==> config.mk <==
export PLATFORM = sky130hd
export DESIGN_NAME = multiplo_arbiter
export DESIGN_NICKNAME = d
export VERILOG_FILES = /design/src/rtl/multiplo_arbiter_pkg.sv /design/src/rtl/rr_arbiter2.sv /design/src/rtl/multiplo_arbiter.sv
export SDC_FILE = /design/constraint.sdc
export NUM_CORES = 1
export LEC_CHECK = 0
export CAP_MARGIN = 15
export CORE_ASPECT_RATIO = 2
export CORE_UTILIZATION = 34
export DETAILED_ROUTE_END_ITERATION = 10
export PLACE_DENSITY = 0.61
export SYNTH_ARGS = -nofsm -noshare
export SYNTH_HDL_FRONTEND = slang
export SYNTH_SLANG_ARGS = --single-unit
==> constraint.sdc <==
create_clock -name clock -period 3 [get_ports clock]
set_input_delay 0.3 -clock clock [delete_from_list [all_inputs] [get_ports clock]]
set_output_delay 0.3 -clock clock [all_outputs]
set_load 0.03 [all_outputs]
==> src/rtl/multiplo_arbiter_pkg.sv <==
// Shared definitions for the multiple-test unit arbiter.
//   state_t      : arbiter FSM states
//   REQ_A, REQ_B : requester indices used for grant / last_grant encoding
package multiplo_arbiter_pkg;

  typedef enum logic [1:0] {
    IDLE,
    ISSUE,
    WAIT_OK,
    RELEASE
  } state_t;

  localparam logic REQ_A = 1'b0;
  localparam logic REQ_B = 1'b1;

endpackage

==> src/rtl/rr_arbiter2.sv <==
// Combinational two-way round-robin grant.
//   req[1:0]    : request from B (bit 1) and A (bit 0)
//   last_grant  : requester served most recently
//   grant_valid : at least one request present
//   grant_idx   : winning requester (REQ_A / REQ_B)
// A tie goes to the requester that was not served last; a single request
// always wins regardless of history.
module rr_arbiter2
  import multiplo_arbiter_pkg::*;
(
  input  logic [1:0] req,
  input  logic       last_grant,
  output logic       grant_valid,
  output logic       grant_idx
);

  always_comb begin
    grant_valid = |req;
    grant_idx   = REQ_A;
    if (&req) begin
      grant_idx = ~last_grant;
    end else if (req[1]) begin
      grant_idx = REQ_B;
    end
  end

endmodule

==> src/rtl/multiplo_arbiter.sv <==
// Shares one multiple-test unit between requesters A and B.
//   clock, reset               : system clock, synchronous active-high reset
//   x_a/y_a/dav_a_ -> rfd_a    : dav_/rfd input handshake from A
//   m_a, ok_a, err_a           : result, result strobe, timeout flag for A
//   x_b ... err_b              : same for B
//   x_u/y_u/dav_u_ <- rfd_u    : dav_/rfd handshake towards the unit
//   m_u, ok_u                  : unit result and strobe
// All outputs are registered.
module multiplo_arbiter
  import multiplo_arbiter_pkg::*;
#(
  parameter int unsigned X_W         = 4,
  parameter int unsigned Y_W         = 3,
  parameter int unsigned TIMEOUT_CYC = 255
) (
  input  logic           clock,
  input  logic           reset,
  input  logic [X_W-1:0] x_a,
  input  logic [Y_W-1:0] y_a,
  input  logic           dav_a_,
  output logic           rfd_a,
  output logic           m_a,
  output logic           ok_a,
  output logic           err_a,
  input  logic [X_W-1:0] x_b,
  input  logic [Y_W-1:0] y_b,
  input  logic           dav_b_,
  output logic           rfd_b,
  output logic           m_b,
  output logic           ok_b,
  output logic           err_b,
  output logic [X_W-1:0] x_u,
  output logic [Y_W-1:0] y_u,
  output logic           dav_u_,
  input  logic           rfd_u,
  input  logic           m_u,
  input  logic           ok_u
);

  // Counter value seen in the last permitted WAIT_OK cycle.
  localparam logic [7:0] TMO_LAST = 8'(TIMEOUT_CYC - 1);

  state_t         state, state_nxt;
  logic           last_grant, last_grant_nxt;
  logic           cur, cur_nxt;
  logic [7:0]     cnt, cnt_nxt;
  logic [X_W-1:0] x_u_nxt;
  logic [Y_W-1:0] y_u_nxt;
  logic           dav_u_nxt, rfd_a_nxt, rfd_b_nxt;
  logic           m_a_nxt, m_b_nxt, ok_a_nxt, ok_b_nxt, err_a_nxt, err_b_nxt;

  logic [1:0]     req;
  logic           grant_valid, grant_idx;
  logic           dav_cur_;
  logic           res;

  assign req      = {~dav_b_ & rfd_u, ~dav_a_ & rfd_u};
  assign dav_cur_ = (cur == REQ_B) ? dav_b_ : dav_a_;

  rr_arbiter2 u_rr (
    .req         (req),
    .last_grant  (last_grant),
    .grant_valid (grant_valid),
    .grant_idx   (grant_idx)
  );

  always_comb begin
    state_nxt      = state;
    last_grant_nxt = last_grant;
    cur_nxt        = cur;
    cnt_nxt        = cnt;
    x_u_nxt        = x_u;
    y_u_nxt        = y_u;
    dav_u_nxt      = dav_u_;
    rfd_a_nxt      = rfd_a;
    rfd_b_nxt      = rfd_b;
    m_a_nxt        = m_a;
    m_b_nxt        = m_b;
    ok_a_nxt       = 1'b0;
    ok_b_nxt       = 1'b0;
    err_a_nxt      = 1'b0;
    err_b_nxt      = 1'b0;
    res            = 1'b0;

    case (state)
      IDLE: begin
        if (grant_valid) begin
          cur_nxt   = grant_idx;
          dav_u_nxt = 1'b0;
          state_nxt = ISSUE;
          if (grant_idx == REQ_A) begin
            x_u_nxt   = x_a;
            y_u_nxt   = y_a;
            rfd_a_nxt = 1'b0;
          end else begin
            x_u_nxt   = x_b;
            y_u_nxt   = y_b;
            rfd_b_nxt = 1'b0;
          end
        end
      end
      ISSUE: begin
        if (!rfd_u) begin
          dav_u_nxt = 1'b1;
          cnt_nxt   = '0;
          state_nxt = WAIT_OK;
        end
      end
      WAIT_OK: begin
        cnt_nxt = cnt + 8'd1;
        // ok_u has priority over an expiring timeout: err only without ok_u.
        if (ok_u || (cnt == TMO_LAST)) begin
          res       = ok_u & m_u;
          state_nxt = RELEASE;
          if (cur == REQ_A) begin
            m_a_nxt   = res;
            ok_a_nxt  = 1'b1;
            err_a_nxt = ~ok_u;
          end else begin
            m_b_nxt   = res;
            ok_b_nxt  = 1'b1;
            err_b_nxt = ~ok_u;
          end
        end
      end
      RELEASE: begin
        if (dav_cur_ && rfd_u) begin
          if (cur == REQ_A) rfd_a_nxt = 1'b1;
          else              rfd_b_nxt = 1'b1;
          last_grant_nxt = cur;
          state_nxt      = IDLE;
        end
      end
      default: state_nxt = IDLE;
    endcase
  end

  always_ff @(posedge clock) begin
    if (reset) begin
      state      <= IDLE;
      last_grant <= REQ_B;
      cur        <= REQ_A;
      cnt        <= '0;
      x_u        <= '0;
      y_u        <= '0;
      dav_u_     <= 1'b1;
      rfd_a      <= 1'b1;
      rfd_b      <= 1'b1;
      m_a        <= 1'b0;
      m_b        <= 1'b0;
      ok_a       <= 1'b0;
      ok_b       <= 1'b0;
      err_a      <= 1'b0;
      err_b      <= 1'b0;
    end else begin
      state      <= state_nxt;
      last_grant <= last_grant_nxt;
      cur        <= cur_nxt;
      cnt        <= cnt_nxt;
      x_u        <= x_u_nxt;
      y_u        <= y_u_nxt;
      dav_u_     <= dav_u_nxt;
      rfd_a      <= rfd_a_nxt;
      rfd_b      <= rfd_b_nxt;
      m_a        <= m_a_nxt;
      m_b        <= m_b_nxt;
      ok_a       <= ok_a_nxt;
      ok_b       <= ok_b_nxt;
      err_a      <= err_a_nxt;
      err_b      <= err_b_nxt;
    end
  end

endmodule
== Word level (Yosys, flattened, before mapping) ==
Cells that the tools add are included.

* Output and inout bits: 16
* Register bits after elaboration: 28
* Latch bits: 0
* Memories kept: 0
* Logic and storage cells: 85
* Bits in writable memories: 0
* ROM bits: 0

* Muxes and demuxes: 27
* Eq/ne operators: 12
* Divide/modulo/power cells: 0
* Reductions and logical operators: 20
* Bitwise gates (word level): 10
* Shift-type cells: 0
* Magnitude comparators: 0
* Multipliers: 0
* $add $sub $neg: 1

{| class="wikitable"
|+ Operators by type and width
! cell !! count
|-
| 2-bit inequality test (second input constant) || 8
|-
| 8-bit one-hot mux with 2 select lines || 1
|-
| 1-bit two-way mux || 15
|-
| 5-bit AND reduction || 2
|-
| 3-bit AND reduction || 3
|-
| 8-bit by 1-bit adder with 8-bit output (second input constant) || 1
|-
| 8-bit == test (second input constant) || 1
|-
| 2-bit two-way mux || 4
|-
| 8-bit two-way mux || 1
|-
| 2-bit one-hot mux with 4 select lines || 1
|-
| 2-bit AND reduction || 4
|-
| 4-bit OR reduction || 2
|-
| 1-bit NOT || 7
|-
| 1-bit one-hot mux with 2 select lines || 3
|-
| 2-bit nonzero test || 3
|-
| 2-bit == test (second input constant) || 2
|-
| 4-bit two-way mux || 1
|-
| 4-bit AND reduction || 1
|-
| 1-bit AND || 3
|-
| 3-bit two-way mux || 1
|-
| 3-bit OR reduction || 1
|-
| 2-bit by 1-bit == test with 1-bit output (second input constant) || 1
|-
| 2-bit logical NOT || 1
|-
| 2-bit OR reduction || 1
|-
| other kinds (2) || 2
|}

== Longest topological paths before layout ==
* Depth in word-level cells: 7
* Depth in mapped cells: 7
* Gate-level depth less buffers: 6

== By module ==
From an unflattened synthesis, not the netlist that was laid out.

* Cell total of the unflattened synthesis: 149
* Area total of the unflattened synthesis: 1350.0 um^2

{| class="wikitable"
|+ By module, submodules not included
! module !! sequential area each (um^2) !! area each (um^2) !! cells each !! instances
|-
| multiplo_arbiter || 560.5 || 1336.3 || 147 || 1
|-
| rr_arbiter2 || 0.0 || 13.8 || 2 || 1
|}

== Least setup slack after synthesis ==
No wires, ideal clock.

* Kind: reg2reg
* Start point: register state[1]
* End point: register cnt[7]
* Data arrival time: 1.443 ns
* Buffers on the path: 0
* Slack: 1.428 ns
* Stages on the path, launching flop included: 7
* Clock period less this slack: 1.572 ns
* Path through: dfxtp_1 -> inv_1 -> ha_1 -> nand2b_1 -> a2111oi_2 -> xnor2_1 -> nor2_1

* Cells in the longest elaborated chain, start to end: 3
* Elaborated cells between the ends (all ways): 6
* Those cells by class: eq/ne (3); mux (1); reduce/logical (2)

{| class="wikitable"
|+ Ends and longest elaborated chain
! item !! line !! source
|-
| from (decl) || multiplo_arbiter.sv:43 || <nowiki>state_t state, state_nxt;</nowiki>
|-
| from (signal assigned) || multiplo_arbiter.sv:156 || <nowiki>state <= state_nxt;</nowiki>
|-
| 2-bit by 1-bit == test with 1-bit output or 2-bit == test (tied branches) || multiplo_arbiter.sv:85 || <nowiki>case (state)</nowiki>
|-
| 2-bit inequality test (no line) or 2-bit nonzero test (tied branches) || - ||
|-
| 2-bit AND reduction (no line) || - ||
|-
| to (signal assigned) || multiplo_arbiter.sv:159 || <nowiki>cnt <= cnt_nxt;</nowiki>
|-
| to (decl) || multiplo_arbiter.sv:46 || <nowiki>logic [7:0] cnt, cnt_nxt;</nowiki>
|}

Several ways; a longest one is shown, not always the timed one.
A chain may end at the register's enable or synchronous reset.

== Worst setup path after layout ==
* Start point: register state[0]
* End point: register cnt[7]

The elaborated chain is that of the path after synthesis.

==> results.json <==
{
  "finalSetupViolCount": 0,
  "min_period_over_period_pct": 59.5,
  "grt_pass1_vias": 1183,
  "worst_pin_slew_ns": 0.521,
  "synth_cell_types": 41,
  "cp.depth": 6,
  "regArea_sq_um": 561,
  "cts_resized": 0,
  "clockBufferDepth": 2,
  "path_clk_slew_ns": 0.09,
  "cp_top_family": "compound AO/OA/AOI/OAI gates",
  "critical_path_required_ns": 3.16,
  "grt_max_degree": 20,
  "cts_tree": "done",
  "setup_tns_ns": 0,
  "row_count": 32,
  "core-area_sq_mm": 0.00384,
  "final_cell_mix": "clkdlybuf4s50_1, dfxtp_1, nor2_1",
  "yosysSeqAreaShare_pct": 40.7,
  "synth_warnings": 0,
  "rsz0062_at_grt": "false",
  "end_kind": "register",
  "worstHoldStart": "rfd_b",
  "status": "completed",
  "power_mw": 1.25,
  "relSlewSlack_pct": 65.2,
  "gp_congestion": 0.793,
  "syn-cell-area_sq_mm": 0.00138,
  "multi_input_area_sq_um": 768,
  "syn_area_per_cell_sq_um": 9.30,
  "fin_skew_ns": 0.00300,
  "post-dp-hpwl_microns": 2420,
  "crit_end": "cnt[7]",
  "vias_per_cell": 5.03,
  "final_nets": 213,
  "clock.fmax_mhz": 560,
  "slowest_stage": "a2111oi_2",
  "grt_antenna_before_repair": 0,
  "die-width_microns": 47.0,
  "grt.overflow.total": 0,
  "synth_nets": 176,
  "syn_inst": 148,
  "cts.sinks": 28,
  "worstPathArrival_ns": 1.94,
  "synth.top_cells.by_area": "dfxtp_1, mux2i_1, ha_1",
  "wl_per_cell_microns": 12.7,
  "period_minus_slack_ns": 1.78,
  "drcViolationCount": 0,
  "synth-seq-cells": 28,
  "startpoint_type": "register",
  "maxSlewViolCount": 0,
  "r2r_slack_ns": 1.22,
  "grtUsageTotal_pct": 15.8,
  "p_leak_nw": 0.710,
  "cts_setup_buffers": 0,
  "critPathMaxFanout": 10,
  "worst_skew_pair.late_latency_ns": 0.27,
  "rr_startpoint": "state[0]",
  "crit_chain": "inv_1 -> ha_1 -> nand2b_1 -> a2111oi_2 -> xnor2_1 -> nor2_1",
  "max_stage_delay_ns": 0.43,
  "final_common_cell": "clkdlybuf4s50_1",
  "ant_nets": 0,
  "vias": 1183,
  "drive_gt1_share_pct": 4.89,
  "dr.pass1.iters": 4,
  "fill_cells": 396,
  "htree_levels": 1,
  "p_per_area_mw_per_mm2": 674,
  "start_util_pct": 35.8,
  "hold_viol_final": 0,
  "grt_pass1_wl_microns": 5180,
  "area_delta_synth_final_pct": 34.7,
  "portBuffers": 36,
  "die_h_microns": 92.0,
  "synth_top_area_share_pct": 40.7,
  "drt_first_iter_violations": 9,
  "cts_hold_buf": 0,
  "cp-startpoint": "state[0]",
  "drv_cap": 0,
  "whs_ns": 0.491,
  "yosysTopAreaCell": "dfxtp_1",
  "r2r-end": "cnt[7]",
  "diodes": 0,
  "vdd_ir_drop_max_uv": 370,
  "hold_class": "reg -> reg",
  "reg2regPathDepth": 6,
  "pin_count": 37,
  "cts_buffers": 3,
  "critPathKind": "reg -> reg",
  "cp.buffers_inverters": 1,
  "die_area_sq_mm": 0.00432,
  "clockRootBuffer": "clkbuf_8",
  "utilization_pct": 48.2,
  "wirelength_microns": 2980
}
==> sequential cells by signal, indices dropped and copies added (netlist names) <==
register,cells
cnt,8
x_u,4
y_u,3
state,2
cur,1
dav_u_,1
err_a,1
err_b,1
last_grant,1
m_a,1
m_b,1
ok_a,1
ok_b,1
rfd_a,1
rfd_b,1
==> layout make-up <==
class	count	area share (%)
multi-input cells	109	41.4
flip-flops and latches	28	30.2
repair buffers	37	19.8
well taps	51	3.44
clock buffers	3	2.23
clock inverters	1	1.62
inverters	6	1.21
==> cells in the mapped netlist <==
library cell / n
dfxtp_1: 28
nor2_1: 18
a211oi_1: 10
mux2i_1: 10
nand2b_1: 9
ha_1: 7
nand2_1: 7
a21oi_1: 6
inv_1: 6
xnor2_1: 5
nand3b_1: 4
nand3_1: 3
and2_1: 2
buf_2: 2
clkbuf_1: 2
nor3_1: 2
o21ai_0: 2
o21bai_1: 2
a2111oi_0: 1
a2111oi_2: 1
a211o_1: 1
a21boi_0: 1
a21boi_1: 1
a221o_1: 1
a22o_1: 1
a31oi_1: 1
a41oi_1: 1
and3_1: 1
and4_1: 1
buf_4: 1
mux2_4: 1
nand2_2: 1
nand4b_1: 1
nor3b_1: 1
o2111ai_1: 1
o21ai_1: 1
o22ai_1: 1
o2bb2ai_1: 1
or3b_1: 1
or3b_2: 1
xor2_1: 1
==> cell families after synthesis <==
family | synth area share (%)
AO/OA/AOI/OAI | 17.5
XOR/XNOR | 3.82
adder cells (fa/ha/maj) | 6.36
buffers and inverters | 3.45
flip-flops | 40.7
multiplexers | 8.36
AND/OR/NAND/NOR | 19.8
==> stage by stage <==
stage | area [sq um] | setup WS, ns | cells
final | 1850 | 1.22 | 235
after global routing | 1850 | 1.03 | 235
after CTS | 1850 | 1.21 | 235
after detailed placement | 1780 | 0.956 | 231
after global placement | 1780 | 1.02 | 231
after floorplan | 1380 | 1.43 | 148
==> how the worst min path moves through the flow <==
stage / endpoint / slack, ns / cells past startpoint
2_1_floorplan: err_a / 0.38 / 1
4_1_cts: rfd_b / 0.50 / 1
3_5_place_dp: rfd_b / 0.47 / 1
6_report: rfd_b / 0.49 / 1
5_1_grt: rfd_b / 0.52 / 1
3_3_place_gp: rfd_b / 0.45 / 1
==> routing by layer <==
| metal | track usage, % | vias up | routed length, microns | part of all wire, % |
|---|---|---|---|---|
| li1 | - | 596 | - | - |
| met1 | 17.4 | 558 | 1150 | 39 |
| met2 | 29.3 | 24 | 1700 | 57 |
| met3 | 2.17 | 5 | 87 | 2.9 |
| met4 | 4.29 | 0 | 41 | 1.4 |
| met5 | 0 | - | 0 | 0 |
==> power by group <==
group	internal (mW)	total [mW]	leakage [nW]	switching, mW
Combinational	0.202	0.483	0.446	0.282
Clock	0.179	0.296	0.0357	0.117
Sequential	0.428	0.470	0.228	0.0415
Power figures use the tool's default switching activity.
